**src/rtl/rv32i_types.sv**
```systemverilog
// Shared RV32I pipeline types.
// Branch history table state, sizing and PC-to-index mapping.
package rv32i_types;

  typedef enum logic [1:0] {
    SNT = 2'b00,
    WNT = 2'b01,
    WT  = 2'b10,
    ST  = 2'b11
  } bht_state_t;

  localparam int BHT_IDX_BITS = 6;

  function automatic logic [31:0] bht_idx(
    input logic [31:0] pc,
    input int          bits
  );
    return (pc >> 2) & ((32'd1 << bits) - 32'd1);
  endfunction

endpackage

```
**src/rtl/branch_predictor_sat_counter2.sv**
```systemverilog
// Two-bit saturating direction counter.
// Resets to weakly-not-taken; moves one step per enabled cycle.
module sat_counter2
  import rv32i_types::*;
(
  input  logic       clk,
  input  logic       rst,
  input  logic       en,
  input  logic       inc,
  output logic [1:0] q
);

  bht_state_t st;

  always_ff @(posedge clk) begin
    if (rst) begin
      st <= WNT;
    end else if (en) begin
      if (inc) begin
        if (st != ST) st <= bht_state_t'(st + 2'd1);
      end else begin
        if (st != SNT) st <= bht_state_t'(st - 2'd1);
      end
    end
  end

  assign q = st;

endmodule

```
**src/rtl/branch_predictor.sv**
```systemverilog
// Fetch-side BHT/BTB branch predictor.
// Predicts for if_pc, checks resolved EX branches and trains.
module branch_predictor
  import rv32i_types::*;
#(
  parameter int IDX_BITS = BHT_IDX_BITS,
  parameter int CNT_W    = 32
) (
  input  logic             clk,
  input  logic             rst,
  input  logic [31:0]      if_pc,
  output logic             pred_taken,
  output logic [31:0]      pred_target,
  input  logic             ex_valid,
  input  logic             ex_is_branch,
  input  logic [31:0]      ex_pc,
  input  logic             ex_pred_taken,
  input  logic [31:0]      ex_pred_target,
  input  logic [31:0]      ex_target,
  input  logic             br_en,
  input  logic             stall,
  output logic             redirect,
  output logic [31:0]      redirect_pc,
  output logic [CNT_W-1:0] branch_count,
  output logic [CNT_W-1:0] mispredict_count
);

  localparam int N = 1 << IDX_BITS;

  logic [IDX_BITS-1:0] if_idx;
  logic [IDX_BITS-1:0] ex_idx;
  logic [1:0]          ctr [N];
  logic [N-1:0]        btb_valid;
  logic [31:0]         btb_target [N];
  logic                res;
  logic                mis;
  logic                upd;

  assign if_idx = IDX_BITS'(bht_idx(if_pc, IDX_BITS));
  assign ex_idx = IDX_BITS'(bht_idx(ex_pc, IDX_BITS));

  assign pred_taken  = btb_valid[if_idx] & ctr[if_idx][1];
  assign pred_target = btb_target[if_idx];

  assign res = ex_valid & ex_is_branch;
  assign mis = res & ((br_en != ex_pred_taken) |
               (br_en & ex_pred_taken & (ex_pred_target != ex_target)));
  assign upd = res & ~stall & ~rst;

  assign redirect    = mis & ~rst;
  assign redirect_pc = !mis  ? 32'd0 :
                       br_en ? ex_target : ex_pc + 32'd4;

  for (genvar i = 0; i < N; i++) begin : g_ctr
    sat_counter2 u_ctr (
      .clk (clk),
      .rst (rst),
      .en  (upd && (ex_idx == IDX_BITS'(i))),
      .inc (br_en),
      .q   (ctr[i])
    );
  end

  always_ff @(posedge clk) begin
    if (rst) begin
      btb_valid <= '0;
    end else if (upd && br_en) begin
      btb_valid[ex_idx] <= 1'b1;
    end
  end

  // Targets are qualified by btb_valid, so they need no reset.
  always_ff @(posedge clk) begin
    if (upd && br_en) begin
      btb_target[ex_idx] <= ex_target;
    end
  end

  always_ff @(posedge clk) begin
    if (rst) begin
      branch_count     <= '0;
      mispredict_count <= '0;
    end else if (upd) begin
      if (branch_count != '1)
        branch_count <= branch_count + 1'b1;
      if (mis && mispredict_count != '1)
        mispredict_count <= mispredict_count + 1'b1;
    end
  end

endmodule
```
**config.mk**
```make
export PLATFORM = sky130hd
export DESIGN_NAME = branch_predictor
export DESIGN_NICKNAME = d
export VERILOG_FILES = /design/src/rtl/rv32i_types.sv /design/src/rtl/branch_predictor_sat_counter2.sv /design/src/rtl/branch_predictor.sv
export SDC_FILE = /design/constraint.sdc
export NUM_CORES = 2
export LEC_CHECK = 0
export CAP_MARGIN = 0
export CORE_UTILIZATION = 30
export CTS_BUF_LIST = sky130_fd_sc_hd__clkbuf_16
export DETAILED_ROUTE_END_ITERATION = 6
export DONT_BUFFER_PORTS = 1
export PLACE_DENSITY_LB_ADDON = 0.12
export SYNTH_ARGS = -nofsm -noshare
export SYNTH_HDL_FRONTEND = slang
export SYNTH_SLANG_ARGS = --single-unit
```
**constraint.sdc**
```tcl
create_clock -name clk -period 13.2 [get_ports clk]
set_input_delay 2.64 -clock clk [delete_from_list [all_inputs] [get_ports clk]]
set_output_delay 2.64 -clock clk [all_outputs]
set_load 0.05 [all_outputs]
```
==> metrics <==
status finished with violations; violated checks slew limit; Overall Global Routing Usage between 10% and 20%; initial DRC count 4253; clock slew at the register clock pins of the worst setup and hold paths 0.06 ns; Relative slew margins -52.6%; Area contributors post-synth sky130_fd_sc_hd__edfxtp_1 (67%), sky130_fd_sc_hd__mux4_2 (16%), sky130_fd_sc_hd__dfxtp_1 (5.6%); routed wl met2 140000 um; setup TNS 0 ns; sort of element at the end of the critical path primary output; starting utilization of the core area 30.1%; global placement routability congestion about 0.75; number of filler cells placed in the layout 28400; power density over the cells 149 mW/mm2; cell count along the critical path 10; pin count of the biggest net entering global routing 577; Distinct cells, synth 57; number of setup violations in the final report 0; vias after detailed routing about 47000; setup skew after layout 0.0350 ns; async set-reset flop share out of synthesis 0%; final number of max-transition violations 226; Final Critical Period between 10 and 15 ns; minimum setup slack in the final design 1.95 ns; area share of the largest cell type after synthesis between 60% and 70%; final worst hold slack 0.466 ns; count of nets after finishing 4983; start of the worst register-to-register path mispredict_count[7]; via count normalized by instance count 5.21; most frequent cell on the critical path sky130_fd_sc_hd__buf_16; Peak supply drop 102 uV; x dimension of the die 554 um; global-route wire length before repair 396000 um; unrepaired setup endpoints after global routing false; static power due to leakage approximately 32 nW; num rows 202; gate count of the mapped netlist 4749; mean instance size in the synthesized netlist about 19 um2; average wire per standard cell 31.5 um; Min-Delay Path Class flop to flop; CTS Sinks 2304; crit path from if_pc[2]; maximum clock rate 88.9 MHz; cell class contributing the biggest share of worst-path delay buffers and inverters; transition time at the pin with the least slew margin 2.29 ns; total grt overflow 0; sequential cell area fraction in the yosys report between 70% and 80%; signal arrival time at the worst endpoint approximately 8.6 ns; quantity of I/O buffers inserted on ports 0; source-to-sink clock delay at the later pin of the worst-skew pair 0.82 ns; number of storage elements in the synthesis netlist 2304; kind of start point of the critical path input port; Max Used Layer met4; antenna viol nets, final 0; vias in the first global route a little under 50000; cells along the critical path buf_16 -> buf_16 -> buf_16 -> buf_16 -> buf_16 -> mux4_2 -> mux4_2 -> mux2_2 -> nand2_1 -> o21ai_1; Yosys top cell by area sky130_fd_sc_hd__edfxtp_1; number of buffers inserted by post-CTS setup repair 0; # hold bufs at CTS 0; highest cell delay on the worst timing path approximately 0.7 ns; r2r endpoint mispredict_count[14]; DRC violation count after routing 0; power after layout 15.5 mW; synthesis warning total 0; initial antenna violation count 15; worst reg-to-reg path cell count 6; syn_nets 4891; largest fanout on the critical path 145; I/O pins 265; number of iterations in the first detailed-routing pass 7; path type of the worst setup path input port to primary output; number of synthesized flops with an enable pin 2048; number of buffers and inverters on the critical path 5; TritonCTS clock tree done; met3 wire length 14300 um; worst-case clock buffer depth 4; MaxCap Viol Count 0; cell at the root of the clock tree sky130_fd_sc_hd__clkbuf_16; share of post-route cells with drive strength above 1 23.9%; final hold vios 0; Crit path required time 10.56 ns; slack of the worst reg-to-reg path 9.47 ns; pre-CTS worst setup slack approximately 4.5 ns; die span in y roughly 550 um; Synth Flop Type sky130_fd_sc_hd__edfxtp_1; number of gates given a new drive strength after cts 0; wirelength, routed ~280000 um; Placeable Area roughly 0.30 mm2; area growth from synthesis to layout 14.6%; H-tree depth reported by CTS 5; HPWL after detailed placement around 140000 um; clock buffers created by TritonCTS 270; final worst path period share 85.2%; master of the slowest instance on the critical path sky130_fd_sc_hd__buf_16; die footprint 0.306 mm2; Post-Synthesis Cell Area between 0.09 and 0.1 mm2; Post-Route M1 WL 123000 um; Setup crit end pred_target[16]
## how the worst min path moves through the flow
stage / startpoint / endpoint / cells past startpoint
6_report: btb_valid[58] / btb_valid[58] / 1
5_1_grt: btb_valid[59] / btb_valid[59] / 1
4_1_cts: btb_valid[37] / btb_valid[37] / 1
3_5_place_dp: btb_valid[58] / btb_valid[58] / 1
3_3_place_gp: btb_valid[49] / btb_valid[49] / 1
2_1_floorplan: btb_valid[22] / btb_valid[22] / 2
## registers in the layout, summed over array words and instances, names as in the netlist
name	cells
branch_count	32
mispredict_count	32
btb_valid	64
btb_target	2048
g_ctr.u_ctr.q	128
## cells by family (layout without fill, tap and decap cells)
| family | count (synthesis) | in the layout | share of synthesized area, % |
|---|---|---|---|
| other cells | 0 | 9 | 0 |
| mux | 710 | 710 | 17.0 |
| xor+xnor | 86 | 86 | 0.825 |
| fa+ha+maj | 7 | 7 | 0.0960 |
| compound gates | 508 | 508 | 3.58 |
| simple gates | 847 | 847 | 4.19 |
| flops | 2304 | 2304 | 73.0 |
| buf+inv | 287 | 580 | 1.33 |
## cell usage after synthesis, types with 21 or more instances
master and number:
sky130_fd_sc_hd__a21o_1 45, sky130_fd_sc_hd__a21oi_1 162, sky130_fd_sc_hd__buf_1 35, sky130_fd_sc_hd__buf_2 64, sky130_fd_sc_hd__clkbuf_1 156, sky130_fd_sc_hd__dfxtp_1 256
sky130_fd_sc_hd__edfxtp_1 2048, sky130_fd_sc_hd__mux2_2 21, sky130_fd_sc_hd__mux4_2 668, sky130_fd_sc_hd__nand2_1 221, sky130_fd_sc_hd__nand3_1 139, sky130_fd_sc_hd__nor2_1 322
sky130_fd_sc_hd__nor3_1 43, sky130_fd_sc_hd__o21a_1 59, sky130_fd_sc_hd__o21ai_0 88, sky130_fd_sc_hd__o221ai_1 56, sky130_fd_sc_hd__o31ai_1 57, sky130_fd_sc_hd__xnor2_1 33
sky130_fd_sc_hd__xor2_1 53
## final cells by class
cell class                      instances  area (um2)  share of cell area, %
Antenna cell                            9        22.5                 0.0215
Clock buffer                          280        7010                   6.70
Clock inverter                        193        1170                   1.11
Inverter                               20        80.1                 0.0766
Multi-Input combinational cell       2158       24000                   22.9
Sequential cell                      2304       66600                   63.7
Tap cell                             3978        4980                   4.76
Timing Repair Buffer                   87         761                  0.727
## worst register-to-register path: cells and delay by family, from the launching register on
kind / cells / cell delay, ns
multiplexers: 1 / 0.31
flip-flops: 1 / 0.79
AND/OR/NAND/NOR: 5 / 2.55
## placed cells by master, fill, tap and decap left out, types with 29 or more instances in the layout
| cell | count |
|---|---|
| sky130_fd_sc_hd__nor2_1 | 262 |
| sky130_fd_sc_hd__xnor2_1 | 33 |
| sky130_fd_sc_hd__nand3_1 | 139 |
| sky130_fd_sc_hd__dfxtp_1 | 256 |
| sky130_fd_sc_hd__clkbuf_16 | 280 |
| sky130_fd_sc_hd__edfxtp_1 | 2048 |
| sky130_fd_sc_hd__clkinv_2 | 29 |
| sky130_fd_sc_hd__nand2_1 | 221 |
| sky130_fd_sc_hd__a21oi_1 | 162 |
| sky130_fd_sc_hd__o21ai_0 | 79 |
| sky130_fd_sc_hd__o21a_1 | 59 |
| sky130_fd_sc_hd__nor2_4 | 60 |
| sky130_fd_sc_hd__o221ai_1 | 56 |
| sky130_fd_sc_hd__a21o_1 | 44 |
| sky130_fd_sc_hd__o31ai_1 | 57 |
| sky130_fd_sc_hd__buf_4 | 80 |
| sky130_fd_sc_hd__clkinv_1 | 68 |
| sky130_fd_sc_hd__xor2_1 | 53 |
| sky130_fd_sc_hd__mux4_2 | 668 |
| sky130_fd_sc_hd__nor3_1 | 39 |
| sky130_fd_sc_hd__inv_1 | 85 |
## stage by stage
stage	instances	util, %	area [um2]
2_1_floorplan	4749	-	91300
3_3_place_gp	8542	31.8	96300
3_5_place_dp	8542	31.8	96300
4_1_cts	9015	34.5	104000
5_1_grt	9025	34.5	105000
6_report	9029	34.5	105000
## report_power, final
group	leakage (nW)	total (mW)	switching, mW	internal, mW
combinational	7.33	0.593	0.326	0.266
clock	4.26	7.00	2.98	4.02
sequential	20.5	7.95	0.0111	7.94
## layer usage
metal  track usage [%]  vias to the layer above
li1                  -                    19800
met1              24.5                    25800
met2              30.9                     1124
met3              3.38                      368
met4              4.60                        0
met5                 0                        -
(Power assumes the default switching activity.)
